==> src/rtl/nave_pkg.sv <==
`default_nettype none
// ============================================================================
// Module : nave_pkg
// Brief  : Player-ship state encoding, 11x11 ship bitmap and colour constants.
// Rev    : 1.0  initial release
// ============================================================================
package nave_pkg;

   typedef enum logic [1:0] {
      ST_ALIVE     = 2'd0,
      ST_EXPLODING = 2'd1,
      ST_DEAD      = 2'd2,
      ST_GAME_OVER = 2'd3
   } nave_state_t;

   localparam int          c_BMP_SIZE  = 11;
   localparam logic [23:0] c_COL_WHITE = 24'hFFFFFF;
   localparam logic [23:0] c_COL_RED   = 24'hFF0000;
   localparam logic [23:0] c_COL_BLACK = 24'h000000;

   // Bit 10 of each row is the leftmost column.
   function automatic logic [10:0] bitmap_row(input logic [3:0] row);
      logic [10:0] bits;
      case (row)
         4'd0:    bits = 11'h020;
         4'd1:    bits = 11'h070;
         4'd2:    bits = 11'h0F8;
         4'd3:    bits = 11'h1DC;
         4'd4:    bits = 11'h38E;
         4'd5:    bits = 11'h7FF;
         4'd6:    bits = 11'h7FF;
         4'd7:    bits = 11'h7FF;
         4'd8:    bits = 11'h7FF;
         4'd9:    bits = 11'h104;
         4'd10:   bits = 11'h104;
         default: bits = 11'h000;
      endcase
      return bits;
   endfunction

endpackage
`default_nettype wire

==> src/rtl/nave_sprite_rom.sv <==
`default_nettype none
// ============================================================================
// Module : nave_sprite_rom
// Brief  : Combinational row/column lookup into the ship bitmap.
// Rev    : 1.0  initial release
// ============================================================================
module nave_sprite_rom
   import nave_pkg::*;
(
   input  logic [3:0] i_row,
   input  logic [3:0] i_col,
   output logic       o_bit
);

   logic [10:0] w_row_bits;

   always_comb begin
      w_row_bits = bitmap_row(i_row);
      o_bit      = 1'b0;
      if (i_col < 4'd11) begin
         o_bit = w_row_bits[4'd10 - i_col];
      end
   end

endmodule
`default_nettype wire

==> src/rtl/nave_player.sv <==
`default_nettype none
// ============================================================================
// Module : nave_player
// Brief  : Player ship movement, shot launch, hit/explode/respawn FSM, renderer.
// Rev    : 1.0  initial release
// ============================================================================
module nave_player
   import nave_pkg::*;
#(
   parameter int SCALE          = 2,
   parameter int START_Y        = 490,
   parameter int X_START        = 309,
   parameter int X_MAX          = 640,
   parameter int SPEED          = 4,
   parameter int FIRE_COOLDOWN  = 15,
   parameter int EXPLODE_FRAMES = 32,
   parameter int RESPAWN_FRAMES = 60,
   parameter int LIVES          = 3,
   parameter int V_TICK_LINE    = 480
)(
   input  logic       clk,
   input  logic       reset,
   input  logic [9:0] h_counter,
   input  logic [9:0] v_counter,
   input  logic       btn_left,
   input  logic       btn_right,
   input  logic       btn_fire,
   input  logic       hit,
   input  logic       shot_ready,
   output logic       shot_valid,
   output logic [9:0] shot_x,
   output logic [9:0] pos_x,
   output logic [1:0] lives,
   output logic       game_over,
   output logic       sprite_on,
   output logic [7:0] R,
   output logic [7:0] G,
   output logic [7:0] B
);

   localparam int c_SHIP_W  = c_BMP_SIZE * SCALE;
   localparam int c_SHIFT   = $clog2(SCALE);
   localparam int c_CNT_W   = $clog2(((EXPLODE_FRAMES > RESPAWN_FRAMES) ?
                                       EXPLODE_FRAMES : RESPAWN_FRAMES) + 1);
   localparam int c_COOL_W  = $clog2(FIRE_COOLDOWN + 1);

   localparam logic [10:0]         c_X_LIM     = 11'(X_MAX - c_SHIP_W);
   localparam logic [9:0]          c_X_START   = 10'(X_START);
   localparam logic [9:0]          c_SPEED     = 10'(SPEED);
   localparam logic [9:0]          c_SHOT_OFS  = 10'(5 * SCALE);
   localparam logic [9:0]          c_TICK_LINE = 10'(V_TICK_LINE);
   localparam logic [10:0]         c_Y0        = 11'(START_Y);
   localparam logic [10:0]         c_Y1        = 11'(START_Y + c_SHIP_W);
   localparam logic [10:0]         c_W11       = 11'(c_SHIP_W);
   localparam logic [c_COOL_W-1:0] c_COOL      = c_COOL_W'(FIRE_COOLDOWN);
   localparam logic [c_CNT_W-1:0]  c_EXPL      = c_CNT_W'(EXPLODE_FRAMES);
   localparam logic [c_CNT_W-1:0]  c_RESP      = c_CNT_W'(RESPAWN_FRAMES);

   nave_state_t         r_state, w_nxt_state;
   logic [9:0]          r_pos_x, w_nxt_pos;
   logic [1:0]          r_lives, w_nxt_lives;
   logic [c_CNT_W-1:0]  r_cnt, w_nxt_cnt, w_cnt_dec;
   logic [c_COOL_W-1:0] r_cooldown, w_nxt_cool;
   logic                r_shot_valid, w_nxt_sv;
   logic [9:0]          r_shot_x, w_nxt_sx;
   logic                r_fire_d, r_tick_d;
   logic [23:0]         r_rgb, w_rgb;
   logic                r_sprite_on, w_drawn;

   logic        w_tick_cond, w_frame_tick, w_fire_edge;
   logic [10:0] w_pos_inc;

   assign w_tick_cond  = (h_counter == 10'd0) && (v_counter == c_TICK_LINE);
   assign w_frame_tick = w_tick_cond & ~r_tick_d;
   assign w_fire_edge  = btn_fire & ~r_fire_d;
   assign w_pos_inc    = {1'b0, r_pos_x} + {1'b0, c_SPEED};
   assign w_cnt_dec    = r_cnt - 1'b1;

   always_ff @(posedge clk) begin
      if (reset) begin
         r_state      <= ST_ALIVE;
         r_pos_x      <= c_X_START;
         r_lives      <= 2'(LIVES);
         r_cnt        <= '0;
         r_cooldown   <= '0;
         r_shot_valid <= 1'b0;
         r_shot_x     <= '0;
         r_fire_d     <= 1'b0;
         r_tick_d     <= 1'b0;
      end else begin
         r_state      <= w_nxt_state;
         r_pos_x      <= w_nxt_pos;
         r_lives      <= w_nxt_lives;
         r_cnt        <= w_nxt_cnt;
         r_cooldown   <= w_nxt_cool;
         r_shot_valid <= w_nxt_sv;
         r_shot_x     <= w_nxt_sx;
         r_fire_d     <= btn_fire;
         r_tick_d     <= w_tick_cond;
      end
   end

   always_comb begin
      w_nxt_state = r_state;
      w_nxt_pos   = r_pos_x;
      w_nxt_lives = r_lives;
      w_nxt_cnt   = r_cnt;
      w_nxt_cool  = r_cooldown;
      w_nxt_sv    = r_shot_valid;
      w_nxt_sx    = r_shot_x;

      if (w_frame_tick && (r_cooldown != '0)) begin
         w_nxt_cool = r_cooldown - 1'b1;
      end
      // A pending shot survives the explosion and may still be accepted.
      if (r_shot_valid && shot_ready) begin
         w_nxt_sv   = 1'b0;
         w_nxt_cool = c_COOL;
      end

      case (r_state)
         ST_ALIVE: begin
            if (hit) begin
               w_nxt_state = ST_EXPLODING;
               w_nxt_lives = r_lives - 2'd1;
               w_nxt_cnt   = c_EXPL;
            end else begin
               if (w_frame_tick) begin
                  if (btn_left && !btn_right) begin
                     w_nxt_pos = (r_pos_x < c_SPEED) ? 10'd0 : (r_pos_x - c_SPEED);
                  end else if (btn_right && !btn_left) begin
                     w_nxt_pos = (w_pos_inc > c_X_LIM) ? c_X_LIM[9:0] : w_pos_inc[9:0];
                  end
               end
               if (w_fire_edge && (r_cooldown == '0) && !r_shot_valid) begin
                  w_nxt_sv = 1'b1;
                  w_nxt_sx = r_pos_x + c_SHOT_OFS;
               end
            end
         end
         ST_EXPLODING: begin
            if (w_frame_tick) begin
               if (w_cnt_dec == '0) begin
                  if (r_lives != 2'd0) begin
                     w_nxt_state = ST_DEAD;
                     w_nxt_cnt   = c_RESP;
                  end else begin
                     w_nxt_state = ST_GAME_OVER;
                     w_nxt_cnt   = '0;
                  end
               end else begin
                  w_nxt_cnt = w_cnt_dec;
               end
            end
         end
         ST_DEAD: begin
            if (w_frame_tick) begin
               if (w_cnt_dec == '0) begin
                  w_nxt_state = ST_ALIVE;
                  w_nxt_pos   = c_X_START;
                  w_nxt_cool  = '0;
                  w_nxt_cnt   = '0;
               end else begin
                  w_nxt_cnt = w_cnt_dec;
               end
            end
         end
         default: begin
            w_nxt_state = ST_GAME_OVER;
         end
      endcase
   end

   // Sprite lookup: 11-bit compares so the box edge never wraps at column 1023.
   logic [10:0] w_h11, w_v11, w_pos11, w_dx, w_dy;
   logic [3:0]  w_row, w_col;
   logic        w_in_box, w_bit;

   assign w_h11    = {1'b0, h_counter};
   assign w_v11    = {1'b0, v_counter};
   assign w_pos11  = {1'b0, r_pos_x};
   assign w_dx     = w_h11 - w_pos11;
   assign w_dy     = w_v11 - c_Y0;
   assign w_col    = 4'(w_dx >> c_SHIFT);
   assign w_row    = 4'(w_dy >> c_SHIFT);
   assign w_in_box = (w_h11 >= w_pos11) && (w_h11 < (w_pos11 + c_W11)) &&
                     (w_v11 >= c_Y0) && (w_v11 < c_Y1);

   nave_sprite_rom u_rom (
      .i_row (w_row),
      .i_col (w_col),
      .o_bit (w_bit)
   );

   assign w_drawn = w_in_box && w_bit &&
                    ((r_state == ST_ALIVE) || ((r_state == ST_EXPLODING) && r_cnt[2]));
   assign w_rgb   = !w_drawn ? c_COL_BLACK :
                    ((r_state == ST_ALIVE) ? c_COL_WHITE : c_COL_RED);

   always_ff @(posedge clk) begin
      if (reset) begin
         r_rgb       <= c_COL_BLACK;
         r_sprite_on <= 1'b0;
      end else begin
         r_rgb       <= w_rgb;
         r_sprite_on <= w_drawn;
      end
   end

   assign shot_valid = r_shot_valid;
   assign shot_x     = r_shot_x;
   assign pos_x      = r_pos_x;
   assign lives      = r_lives;
   assign game_over  = (r_state == ST_GAME_OVER);
   assign sprite_on  = r_sprite_on;
   assign R          = r_rgb[23:16];
   assign G          = r_rgb[15:8];
   assign B          = r_rgb[7:0];

endmodule
`default_nettype wire

==> config.mk <==
export PLATFORM = sky130hd
export DESIGN_NAME = nave_player
export DESIGN_NICKNAME = d
export VERILOG_FILES = /design/src/rtl/nave_pkg.sv /design/src/rtl/nave_sprite_rom.sv /design/src/rtl/nave_player.sv
export SDC_FILE = /design/constraint.sdc
export NUM_CORES = 1
export LEC_CHECK = 0
export ABC_CLOCK_PERIOD_IN_PS = 5000
export BUFFER_PORTS_ARGS = -buffer_cell sky130_fd_sc_hd__buf_2
export CAP_MARGIN = 5
export CELL_PAD_IN_SITES_DETAIL_PLACEMENT = 0
export CELL_PAD_IN_SITES_GLOBAL_PLACEMENT = 1
export CORE_MARGIN = 5
export CORE_UTILIZATION = 44
export DETAILED_ROUTE_END_ITERATION = 7
export PLACE_DENSITY = 0.84
export SETUP_SLACK_MARGIN = 0.02
export SKIP_CTS_REPAIR_TIMING = 1
export SLEW_MARGIN = 10
export SYNTH_ARGS = -nofsm -noshare
export SYNTH_HDL_FRONTEND = slang
export SYNTH_SLANG_ARGS = --single-unit
==> constraint.sdc <==
create_clock -name clk -period 5 [get_ports clk]
set_clock_uncertainty 0.15 [all_clocks]
set_input_delay 0.5 -clock clk [delete_from_list [all_inputs] [get_ports clk]]
set_output_delay 0.5 -clock clk [all_outputs]
set_load 0.1 [all_outputs]
; After elaboration in Yosys (flattened, before gate mapping)
; Memories as Yosys holds them, arrays and structs flattened.
; Cells that the tools add are included.
[op_classes]
add_sub_neg = 10
multipliers = 0
n_div = 0
n_lt_le_gt_ge = 8
n_eq_ne = 12
shift = 0
muxes = 36
n_bitwise = 6
reduce_logical = 31
[ops]
columns = cell, n
row1 = 10-bit 2-to-1 mux, 8
row2 = 6-bit 2-to-1 mux, 6
row3 = 4-bit 2-to-1 mux, 5
row4 = 10-bit case mux with 2 select lines, 1
row5 = 6-bit case mux with 3 select lines, 1
row6 = 16-bit 2-to-1 mux, 1
row7 = "2-bit != test, second input constant", 7
row8 = 1-bit logical AND, 13
row9 = "10-bit by 3-bit adder with 11-bit output, second input constant", 1
row10 = "10-bit by 5-bit adder with 11-bit output, second input constant", 1
row11 = "11-bit by 10-bit > comparator with 1-bit output, second input constant", 1
row12 = 10-bit by 11-bit < comparator with 1-bit output, 1
row13 = "10-bit by 4-bit adder with 10-bit output, second input constant", 1
row14 = "10-bit by 9-bit == test with 1-bit output, second input constant", 1
row15 = 10-bit greater-or-equal comparator, 1
row16 = "10-bit by 9-bit greater-or-equal comparator with 1-bit output, second input constant", 1
row17 = 10-bit zero test, 1
row18 = "10-bit < comparator, second input constant", 1
row19 = "10-bit by 3-bit < comparator with 1-bit output, second input constant", 1
row20 = 2-bit 2-to-1 mux, 5
row21 = "10-bit by 3-bit subtractor with 10-bit output, second input constant", 1
row22 = 1-bit 2-to-1 mux, 7
row23 = 6-bit zero test, 1
row24 = 2-bit case mux with 3 select lines, 1
row25 = 27 further kinds, 35
[word_totals]
reg_bits = 62
latch_bits = 0
ramBits = 0
romBits = 176
inputBits = 27
output_inout_bits = 49
wordCells = 115
memories = 1
[memory_table]
columns = name, words, width, read_ports, rd_ports_with_merged_regs, write_ports, line
row1 = (no name shown), 16, 11, 1, 0, 0, nave_pkg.sv:24  ; case (row)

; Logic depth before layout (Yosys ltp)
; Gate-level depths: netlist (run 1).
[depth]
ltp_word = 9
ltp_mapped = 13
depth_no_buf = 13

; Modules after synthesis
; A second synthesis (run 1) with hierarchy kept.
[unflattened]
hier_cells = 486
area_unflattened_um2 = 3788.6
[by_module_without_submodules]
columns = module, n_inst, cells_each, area_per_inst_um2
row1 = nave_player, 1, 443, 3478.3
row2 = nave_sprite_rom, 1, 43, 310.3

; Worst setup path before layout (run 1)
; No wires, ideal clock.
[synth_timing]
path_kind = reg-to-reg
from = register r_pos_x[2] (netlist: pos_x[2])
to = register r_rgb[15]
setup_time_ns = 0.080
arrival_ns = 3.354
required_time_ns = 4.770
setup_slack_ns = 1.416
stages_incl_launch_ff = 13
path_buffers = 0
synth_period_minus_slack_ns = 3.584
path_cell_list = dfxtp_1 inv_1 ha_1 a21oi_1 nand2_1 nand4_1 xnor2_1 ha_1 a21o_1 a21o_1 o32ai_1 o2111ai_1 nor3b_1
[synth_via]
elab_chain_cells = 9
word_cells_on_any_way = 16
[synth_rtl]
columns = element, line
row1 = from (decl), nave_player.sv:60  ; logic [9:0] r_pos_x, w_nxt_pos;
row2 = from (signal assigned), nave_player.sv:82  ; r_pos_x <= c_X_START;
row3 = from (signal assigned), nave_player.sv:92  ; r_pos_x <= w_nxt_pos;
row4 = 5-bit subtractor or 10-bit by 5-bit adder with 11-bit output (tied branches), "nave_player.sv:182, nave_player.sv:186"
row5 = 4-bit subtractor or 10-bit by 11-bit < comparator with 1-bit output (tied branches), "nave_sprite_rom.sv:21, nave_player.sv:186"
row6 = 1-bit binary-select mux with 4-bit select or 1-bit logical AND (tied branches), "nave_sprite_rom.sv:21, nave_player.sv:186"
row7 = 1-bit 2-to-1 mux (not written as such) or 1-bit logical AND (tied branches), "nave_sprite_rom.sv:21, nave_player.sv:186"
row8 = 1-bit 2-to-1 mux or 1-bit logical AND (tied branches), "nave_sprite_rom.sv:20, nave_player.sv:187"
row9 = 1-bit logical AND (*) (2 in a row), nave_player.sv:195  ; assign w_drawn = w_in_box && w_bit &&
row10 = 1-bit inverter (no source line) (*), --
row11 = 2-bit OR reduction (no source line) (*), --
row12 = to (signal assigned), nave_player.sv:202  ; r_rgb <= c_COL_BLACK;
row13 = to (signal assigned), nave_player.sv:205  ; r_rgb <= w_rgb;
row14 = to (decl), nave_player.sv:67  ; logic [23:0] r_rgb, w_rgb;
; Mark *: on every way between the ends. The rest lies on a longest branch, timed or not. The select of a mux whose other input is x is not followed.
; A chain may end at the register's enable or synchronous reset.

; Final worst setup path (run 1)
; Ends and elaborated chain as after synthesis.

==> impl_metrics.env, run 1 <==
export IMPL_crit_required_ns=5.06
export IMPL_period_share_pct=63.6
export IMPL_cp_endpoint="r_rgb[15]"
export IMPL_synth_cells=471
export IMPL_fin_ws_ns=1.82
export IMPL_insertedDiodeCount=0
export IMPL_tightestPinTransition_ns=1.11
export IMPL_reg2reg_depth=12
export IMPL_max_slew_margin_pct=24.9
export IMPL_cts_sink_count=40
export IMPL_tns_ns=0
export IMPL_setup_viol=0
export IMPL_drt_iter0_drc=178
export IMPL_dieArea_um2=10200
export IMPL_yosys_cell_count_top_type="nor2_1"
export IMPL_endpoint_kind="flip-flop"
export IMPL_wl_mm=9.26
export IMPL_grt_pass1_wl_mm=15.3
export IMPL_drive_above_1_share_pct=18.6
export IMPL_timing_rr_end="r_rgb[15]"
export IMPL_ant_nets=0
export IMPL_rows=33
export IMPL_die_y_um=101
export IMPL_maxSlewViolCount=0
export IMPL_syn_area_per_cell_um2=7.77
export IMPL_multi_input_area_um2=2470
export IMPL_power_density_nw_per_um2=308
export IMPL_finalHoldViolCount=0
export IMPL_async_flop_share_pct=0
export IMPL_start_kind="flip-flop"
export IMPL_drcViolationCount=0
export IMPL_cp_slowest_stage_delay_ns=0.58
export IMPL_synth_nets=541
export IMPL_areaGrowthSynthToFinish_pct=9.16
export IMPL_cts_tree="done"
export IMPL_post_place_ws_ns=1.84
export IMPL_critPathMaxFanout=13
export IMPL_grt_ovfl_total=0
export IMPL_synth_top_area_share_pct=21.9
export IMPL_cp_startpoint="pos_x[2]"
export IMPL_cp_depth=12
export IMPL_status="completed"
export IMPL_wire_per_inst_um=14.9
export IMPL_ir_worst_vdd_mv=0.362
export IMPL_seqCellArea_um2=801
export IMPL_synth_ff_type="dfxtp_1"
export IMPL_insertion_delay_ns=0.30
export IMPL_maxCapViolCount=0
export IMPL_htreeDepth=2
export IMPL_io_pins=76
export IMPL_fill_cells=843
export IMPL_synth_seq_area_share_pct=21.9
export IMPL_gr_usage_all_layers_pct=18.2
export IMPL_cp_arrival_ns=3.24
export IMPL_start_util_pct=44.8
export IMPL_synth_top_area_cell="dfxtp_1"
export IMPL_synth_xor_area_share_pct=6.60
export IMPL_p_leak_nw=1.83
export IMPL_synth_compound_gate_area_share_pct=21.4
export IMPL_numCtsBuffers=5
export IMPL_io_buffers=75
export IMPL_ys_warn_count=0
export IMPL_clkSlewWorstSetupHoldPaths_ns=0.08
export IMPL_final_nets=585
export IMPL_cp_top_family="compound AO/OA/AOI/OAI gates"
export IMPL_ys_types=63
export IMPL_clockBufferDepth=2
export IMPL_finish_utilization_pct=48.9
export IMPL_antenna_found_initial=0
export IMPL_core_area_um2=8180
export IMPL_ys_top_cells_by_area="dfxtp_1 22%, ha_1 14%, a21oi_1 6.2%"
export IMPL_synth_ff_latch_count=40
export IMPL_total_power_mw=1.23
export IMPL_critical_path_cell_chain="inv_1 -> ha_1 -> a21oi_1 -> nand2_1 -> nand4_1 -> xnor2_1 -> ha_1 -> a21o_1 -> a21o_1 -> o32ai_1 -> o2111ai_1 -> nor3b_1"
export IMPL_layout_min_cycle_time_ns=3.18
export IMPL_grt_pass1_vias=3233
export IMPL_gp_congestion=0.933
export IMPL_synth_edff_count=0
export IMPL_synth_top_family_by_area="simple AND/OR/NAND/NOR gates"
export IMPL_yosys_area_share_simple_pct=22.7
export IMPL_synth_commonest_cells="53 x nor2_1, 45 x a21oi_1, 42 x ha_1"
export IMPL_r2r_start="pos_x[2]"
export IMPL_fmax_mhz=314
export IMPL_via_per_inst=5.55
export IMPL_rsz0062_at_grt="no"
export IMPL_grt_max_degree=33
export IMPL_die_width_um=101
export IMPL_placed_area_um2=3900
export IMPL_worst_path_buf_inv=1
export IMPL_path_class="flip-flop to flip-flop"
export IMPL_cts_root_buffer="clkbuf_8"
export IMPL_crit_path_top_delay_cell="dfxtp_1"
export IMPL_final_area_um2=4000
export IMPL_synthMuxAreaShare_pct=1.95
export IMPL_vias=3445
export IMPL_firstDrtPassIters=4
export IMPL_hold_class="input pin to flip-flop"
export IMPL_netlist_area_um2=3660
export IMPL_dp_hpwl_mm=7.12
export IMPL_r2r_slack_ns=1.82
export IMPL_synth_fa_ha_area_share_pct=14.9
## sequential cells by signal, summed over array words and instances (netlist names)
register,flops
lives,2
pos_x,10
r_cnt,6
r_cooldown,4
r_fire_d,1
r_rgb,2
r_state,2
r_tick_d,1
shot_valid,1
shot_x,10
sprite_on,1
## worst min-delay path by stage
stage,to,depth (start not counted),slack [ns],startpoint
6_report,r_fire_d,2,0.28,btn_fire
5_1_grt,r_fire_d,2,0.30,btn_fire
4_1_cts,r_fire_d,2,0.28,btn_fire
3_5_place_dp,shot_x[7],2,0.32,shot_x[7]
3_3_place_gp,shot_x[7],2,0.31,shot_x[7]
2_1_floorplan,r_cnt[5],2,0.30,r_cnt[5]
## logic make-up (layout without fill, tap and decap cells)
family                   Yosys count  after routing
AO/OA/AOI/OAI                    125            125
XOR/XNOR                          26             26
adder cells (fa/ha/maj)           43             43
buffers and inverters             70            115
flip-flops                        40             40
multiplexers                       7              7
AND/OR/NAND/NOR                  160            160
## where the power goes
part	leakage [nW]	total, mW	internal (mW)	switching [mW]
registers	0.325	0.406	0.362	0.0442
clock network	0.0445	0.232	0.112	0.119
logic	1.46	0.593	0.203	0.390
## metrics by stage
step | hold WS (ns) | std cells
final | 0.284 | 621
after global routing | 0.303 | 621
after CTS | 0.282 | 621
after detailed placement | 0.318 | 613
after global placement | 0.311 | 613
after floorplan | 0.300 | 471
## area by class of cell
| cell class | instances | area share, % |
|---|---|---|
| clock inverters | 1 | 0.188 |
| flip-flops and latches | 40 | 20.0 |
| well taps | 105 | 3.29 |
| repair buffers | 75 | 9.39 |
| inverters | 32 | 3.01 |
| clock buffers | 7 | 2.16 |
| multi-input cells | 361 | 61.9 |
## cells in the final DEF, fill, tap and decap left out, types with 2 or more instances in the layout
cell type,instances
or3_4,2
nor3_1,14
ha_1,42
o21ai_0,25
a21o_1,8
and3_1,3
or3_2,2
inv_1,31
and3b_1,4
a2111oi_0,3
o32a_1,2
o211ai_1,6
a211oi_1,6
or4_1,2
a211o_1,2
nand2b_1,2
a21oi_1,45
nand4_1,7
xnor2_1,20
or3_1,5
nor2b_1,7
o21ai_1,2
mux2i_1,6
or2b_2,2
o22ai_1,2
o21a_1,3
nand2_1,26
nor2_1,53
clkbuf_8,6
nor3b_1,5
buf_2,75
a31oi_1,6
nand3_1,9
xor2_1,5
dfxtp_1,40
a21boi_0,2
o31ai_1,3
nor4_1,7
## layer usage
metal  GRT usage (%)  vias up  routed length, um
met5               0        -                  0
met4            5.83        0                167
met3            3.31       17                463
met2            30.3       90               4360
met1            23.9     1591               4270
li1                -     1747                  -
No activity file was read; power rests on OpenSTA's default activity.
==> run 2: changes to the inputs <==
- ABC_AREA: not set -> 1
- ABC_CLOCK_PERIOD_IN_PS: 5000 -> 3000
- CORE_UTILIZATION: 44 -> 39
- PLACE_DENSITY: 0.84 -> 0.78
- clock period: 5 -> 3 ns (I/O delays scaled with it)
==> run 2 against run 1 <==
Compared with the run above: area after synthesis grew 2.0%; die area grew 14%; highest routed layer unchanged; combinational power grew to 2.7 times the previous value; sequential share of layout area shrank 0.92 points; fmax grew 16%; design area grew 5.5%; clock power grew 110%; non-clock buffer count grew 5; register-to-register slack lost 1.6 ns; via count grew 8.2%; sequential power grew 72%; critical path type unchanged.
==> impl_metrics.env, run 2 <==
export IMPL_status="completed"
export IMPL_maxSlewViolCount=0
export IMPL_start_kind="flip-flop"
export IMPL_cp_slowest_stage_delay_ns=0.43
export IMPL_switching_share_pct=51.7
export IMPL_yosys_cell_count_top_type="nand2_1"
export IMPL_netlist_area_um2=3730
export IMPL_p_sw_mw=1.44
export IMPL_htreeDepth=2
export IMPL_layout_min_cycle_time_ns=2.74
export IMPL_crit_path_top_delay_cell="dfxtp_2"
export IMPL_synth_cells=567
export IMPL_path_class="flip-flop to flip-flop"
export IMPL_ys_types=41
export IMPL_gr_usage_all_layers_pct=17.6
export IMPL_io_buffers=75
export IMPL_max_slew_margin_pct=65.0
export IMPL_numCtsBuffers=5
export IMPL_finalHoldViolCount=0
export IMPL_hold_class="input pin to flip-flop"
export IMPL_maxCapViolCount=0
export IMPL_wl_mm=10.1
export IMPL_p_int_mw=1.35
export IMPL_dp_hpwl_mm=8.23
export IMPL_grt_max_degree=21
export IMPL_vias=3729
export IMPL_synth_seq_area_share_pct=21.4
export IMPL_cts_sink_count=40
export IMPL_final_common_cell="nand2_1"
export IMPL_clockBufferDepth=2
export IMPL_ir_worst_vdd_mv=0.354
export IMPL_die_width_um=108
export IMPL_critPathMaxFanout=8
export IMPL_fmax_mhz=365
export IMPL_critical_path_cell_chain="inv_1 -> ha_1 -> o21ai_0 -> nand3_1 -> xor2_1 -> ha_1 -> nand2_1 -> inv_1 -> nand4_1 -> nand3_1 -> nor2_1 -> nand4_1 -> nor3_1"
export IMPL_synth_top_area_cell="dfxtp_1"
export IMPL_dieArea_um2=11600
export IMPL_synth_ff_latch_count=40
export IMPL_async_flop_share_pct=0
export IMPL_layout_common_cells="113 x nand2_1, 75 x buf_2, 68 x nor2_1"
export IMPL_tightestPinTransition_ns=0.523
export IMPL_drive_above_1_share_pct=17.4
export IMPL_io_pins=76
export IMPL_antenna_found_initial=0
export IMPL_synth_edff_count=0
export IMPL_clkSlewWorstSetupHoldPaths_ns=0.09
export IMPL_rows=35
export IMPL_synth_ff_type="dfxtp_1"
export IMPL_start_util_pct=40.2
export IMPL_die_y_um=108
export IMPL_drt_iter0_drc=158
export IMPL_cp_top_family="simple AND/OR/NAND/NOR gates"
export IMPL_syn_area_per_cell_um2=6.58
export IMPL_synth_top_area_share_pct=21.4
export IMPL_combPwrFrac_pct=57.6
export IMPL_reg2reg_depth=13
export IMPL_gp_congestion=0.878
export IMPL_final_nets=691
export IMPL_ant_nets=0
export IMPL_rsz0062_at_grt="no"
export IMPL_grt_pass1_vias=3464
export IMPL_setup_viol=0
export IMPL_cp_depth=13
export IMPL_drcViolationCount=0
export IMPL_finish_utilization_pct=45.4
export IMPL_endpoint_kind="flip-flop"
export IMPL_period_share_pct=91.2
export IMPL_ys_warn_count=0
export IMPL_worst_path_buf_inv=2
export IMPL_tns_ns=0
export IMPL_grt_ovfl_total=0
export IMPL_insertion_delay_ns=0.30
export IMPL_hold_depth=3
export IMPL_insertedDiodeCount=0
export IMPL_grt_pass1_wl_mm=16.6
export IMPL_core_area_um2=9280
export IMPL_firstDrtPassIters=4
export IMPL_ys_top_cells_by_area="dfxtp_1 21%, ha_1 14%, nand2_1 11%"
export IMPL_cts_root_buffer="clkbuf_8"
export IMPL_power_density_nw_per_um2=662
export IMPL_power_frac_seq_pct=25.1
export IMPL_via_per_inst=4.97
export IMPL_fill_cells=965
export IMPL_areaGrowthSynthToFinish_pct=12.9
export IMPL_synth_nets=637
export IMPL_wire_per_inst_um=13.4
export IMPL_cp_arrival_ns=2.82
export IMPL_power_share_clock_pct=17.3
export IMPL_crit_required_ns=3.08
export IMPL_p_leak_nw=2.14
export IMPL_synth_commonest_cells="113 x nand2_1, 68 x nor2_1, 64 x inv_1"
export IMPL_cts_tree="done"
-- run 2: cell count changes after synthesis, sizes merged, moves of 11 or more --
cell	change
nand2	+89
nand3	+39
inv	+36
nor2	+18
xor2	+18
xnor2	-17
clkbuf	-11
-- run 2: worst paths after layout --
path            start         to  slack [ns]
max          pos_x[1]  r_rgb[15]        0.26
min          btn_fire   r_fire_d        0.05
max reg2reg  pos_x[1]  r_rgb[15]        0.26
min reg2reg  pos_x[0]   pos_x[0]        0.35
-- run 2: layer usage --
| layer | global-route usage (%) | vias to the layer above | part of all wire (%) |
|---|---|---|---|
| met2 | 29.8 | 89 | 45 |
| li1 | - | 1941 | - |
| met3 | 2.94 | 9 | 5.3 |
| met5 | 0 | - | 0 |
| met4 | 3.70 | 0 | 1.1 |
| met1 | 23.5 | 1690 | 48 |
-- run 2: worst min-delay path, cell delays in order --
cell    delay [ns]
buf_2         0.07
inv_1         0.04
nor2_1        0.07
-- run 2: final cells by class --
type	count	area [um^2]	area share (%)
clock inverters	2	38.8	0.920
well taps	129	161	3.83
flip-flops and latches	40	806	19.1
multi-input cells	426	2460	58.3
inverters	68	255	6.06
repair buffers	80	413	9.80
clock buffers	6	82.6	1.96
-- run 2: power groups by stage --
stage                     combinational (mW)  sequential, mW  clock (mW)
final                                   1.61           0.699       0.483
after global routing                    1.79           0.712       0.514
after CTS                               1.61           0.699       0.494
after detailed placement                1.60           0.710           0
after global placement                  1.59           0.708           0
after floorplan                        0.985            1.00           0
-- run 2: logic make-up after synthesis --
| family | count (synthesis) | share of synthesized area (%) |
|---|---|---|
| XOR/XNOR | 26 | 6.30 |
| AND/OR/NAND/NOR | 265 | 31.8 |
| AO/OA/AOI/OAI | 92 | 13.1 |
| adder cells (fa/ha/maj) | 43 | 14.6 |
| flip-flops | 40 | 21.4 |
| buffers and inverters | 101 | 12.7 |
-- run 2: stage by stage --
| step | total power [mW] | instances | cell area, um^2 | hold WS, ns | setup WS (ns) |
|---|---|---|---|---|---|
| after detailed placement | 2.31 | 743 | 4090 | 0.337 | 0.288 |
| final | 2.79 | 751 | 4220 | 0.0510 | 0.263 |
| after floorplan | 1.99 | 567 | 3740 | 0.275 | 0.148 |
| after global placement | 2.30 | 743 | 4090 | 0.328 | 0.383 |
| after CTS | 2.80 | 751 | 4220 | 0.0465 | 0.263 |
| after global routing | 3.02 | 751 | 4220 | 0.0630 | 0.0446 |
==> run 3: changes to the inputs <==
- ABC_AREA: 1 -> not set
- CORE_UTILIZATION: 39 -> 41
- PLACE_DENSITY: 0.78 -> 0.79
==> run 3 against run 2 <==
Compared with the run above: clock power is 26% lower; cell count fell by 15%; non-clock buffer count is 14 higher; core utilization is 2.3 points higher; wire length is 2.8% lower; via count shrank 5.5%; first-iteration DRC count shrank 5.7%; global-route usage about the same; count of clock-buffer cells in the layout shrank 1; critical path type unchanged; worst setup slack worse by 0.075 ns.
==> impl_metrics.env, run 3 (synthesized netlist as in run 1, its figures left out) <==
export IMPL_max_slew_margin_pct=54.2
export IMPL_die_width_um=104
export IMPL_gr_usage_all_layers_pct=17.6
export IMPL_ir_worst_vdd_mv=0.595
export IMPL_start_util_pct=42.0
export IMPL_ant_nets=0
export IMPL_critPathMaxFanout=8
export IMPL_antenna_found_initial=0
export IMPL_cp_arrival_ns=2.84
export IMPL_insertedDiodeCount=0
export IMPL_grt_pass1_wl_mm=16.3
export IMPL_final_cells=642
export IMPL_cp_slowest_stage_delay_ns=0.40
export IMPL_cts_tree="done"
export IMPL_power_density_nw_per_um2=497
export IMPL_fill_cells=900
export IMPL_gp_congestion=0.926
export IMPL_io_buffers=75
export IMPL_core_area_um2=8720
export IMPL_tightestPinTransition_ns=0.681
export IMPL_drt_iter0_drc=149
export IMPL_fin_hold_ws_ns=0.0866
export IMPL_dieArea_um2=10900
export IMPL_dp_cells=631
export IMPL_critical_path_cell_chain="ha_1 -> inv_1 -> fa_1 -> xor2_1 -> ha_2 -> nand4bb_1 -> nand2_1 -> nor2_1 -> o21ai_0 -> mux2i_1 -> mux2i_1 -> nor3b_1"
export IMPL_status="completed"
export IMPL_cts_root_buffer="clkbuf_8"
export IMPL_dp_hpwl_mm=7.64
export IMPL_total_power_mw=2.07
export IMPL_maxSlewViolCount=0
export IMPL_setup_viol=0
export IMPL_layout_common_cells="75 x buf_2, 53 x nor2_1, 44 x a21oi_1"
export IMPL_wire_per_inst_um=15.3
export IMPL_numCtsBuffers=5
export IMPL_drive_above_1_share_pct=23.6
export IMPL_insertion_delay_ns=0.29
export IMPL_finalHoldViolCount=0
export IMPL_die_y_um=104
export IMPL_final_nets=604
export IMPL_crit_required_ns=3.03
export IMPL_path_class="flip-flop to flip-flop"
export IMPL_crit_path_top_delay_cell="fa_1"
export IMPL_clkSlewWorstSetupHoldPaths_ns=0.08
export IMPL_fmax_mhz=356
export IMPL_areaGrowthSynthToFinish_pct=13.6
export IMPL_hold_class="input pin to flip-flop"
export IMPL_io_pins=76
export IMPL_drcViolationCount=0
export IMPL_endpoint_kind="flip-flop"
export IMPL_rsz0062_at_grt="no"
export IMPL_clockBufferDepth=2
export IMPL_rows=34
export IMPL_via_per_inst=5.49
export IMPL_period_share_pct=93.7
export IMPL_final_common_cell="buf_2"
export IMPL_start_kind="flip-flop"
export IMPL_vias=3524
export IMPL_htreeDepth=2
export IMPL_p_leak_nw=1.91
export IMPL_grt_ovfl_total=0
export IMPL_layout_min_cycle_time_ns=2.81
export IMPL_grt_pass1_vias=3287
export IMPL_cp_top_family="adder cells"
export IMPL_cp_common_cell="mux2i_1"
export IMPL_grt_max_degree=33
export IMPL_firstDrtPassIters=4
export IMPL_maxCapViolCount=0
export IMPL_wl_mm=9.81
export IMPL_cts_sink_count=40
export IMPL_worst_path_buf_inv=1
-- run 3: cell type report --
cell class | instances | area [um^2] | area share, %
timing repair buffer | 94 | 518 | 12.5
clock inverter | 2 | 11.3 | 0.271
multi-input combinational | 361 | 2490 | 59.9
inverter | 32 | 120 | 2.89
sequential | 40 | 813 | 19.6
tap | 108 | 135 | 3.25
clock buffer | 5 | 68.8 | 1.65
-- run 3: through the flow --
stage	TNS, ns	setup WS [ns]	cell area, um^2	util (%)
2_1_floorplan	-0.0533	-0.0533	3670	-
4_1_cts	0	0.0988	4110	47.1
5_1_grt	0	0.00928	4160	47.7
3_3_place_gp	0	0.210	4030	46.2
3_5_place_dp	0	0.0328	4030	46.2
6_report	0	0.188	4160	47.7
-- run 3: where the power goes --
part | switching, mW | internal (mW)
sequential | 0.0728 | 0.601
clock | 0.200 | 0.159
combinational | 0.664 | 0.371
-- run 3: routing by layer --
layer,share of wire [%],wire [um],global-route usage [%],up-vias
li1,-,-,-,1784
met1,48,4690,23.9,1631
met2,46,4530,28.4,94
met3,4.3,425,3.04,15
met4,1.8,172,5.64,0
met5,0,0,0,-
-- run 3: final timing paths --
kind	from	end	slack [ns]	cells past startpoint
worst max-delay path	pos_x[0]	r_rgb[15]	0.19	12
worst min-delay path	btn_fire	r_fire_d	0.09	2
worst max register to register	pos_x[0]	r_rgb[15]	0.19	12
worst min register to register	shot_x[4]	shot_x[4]	0.34	2
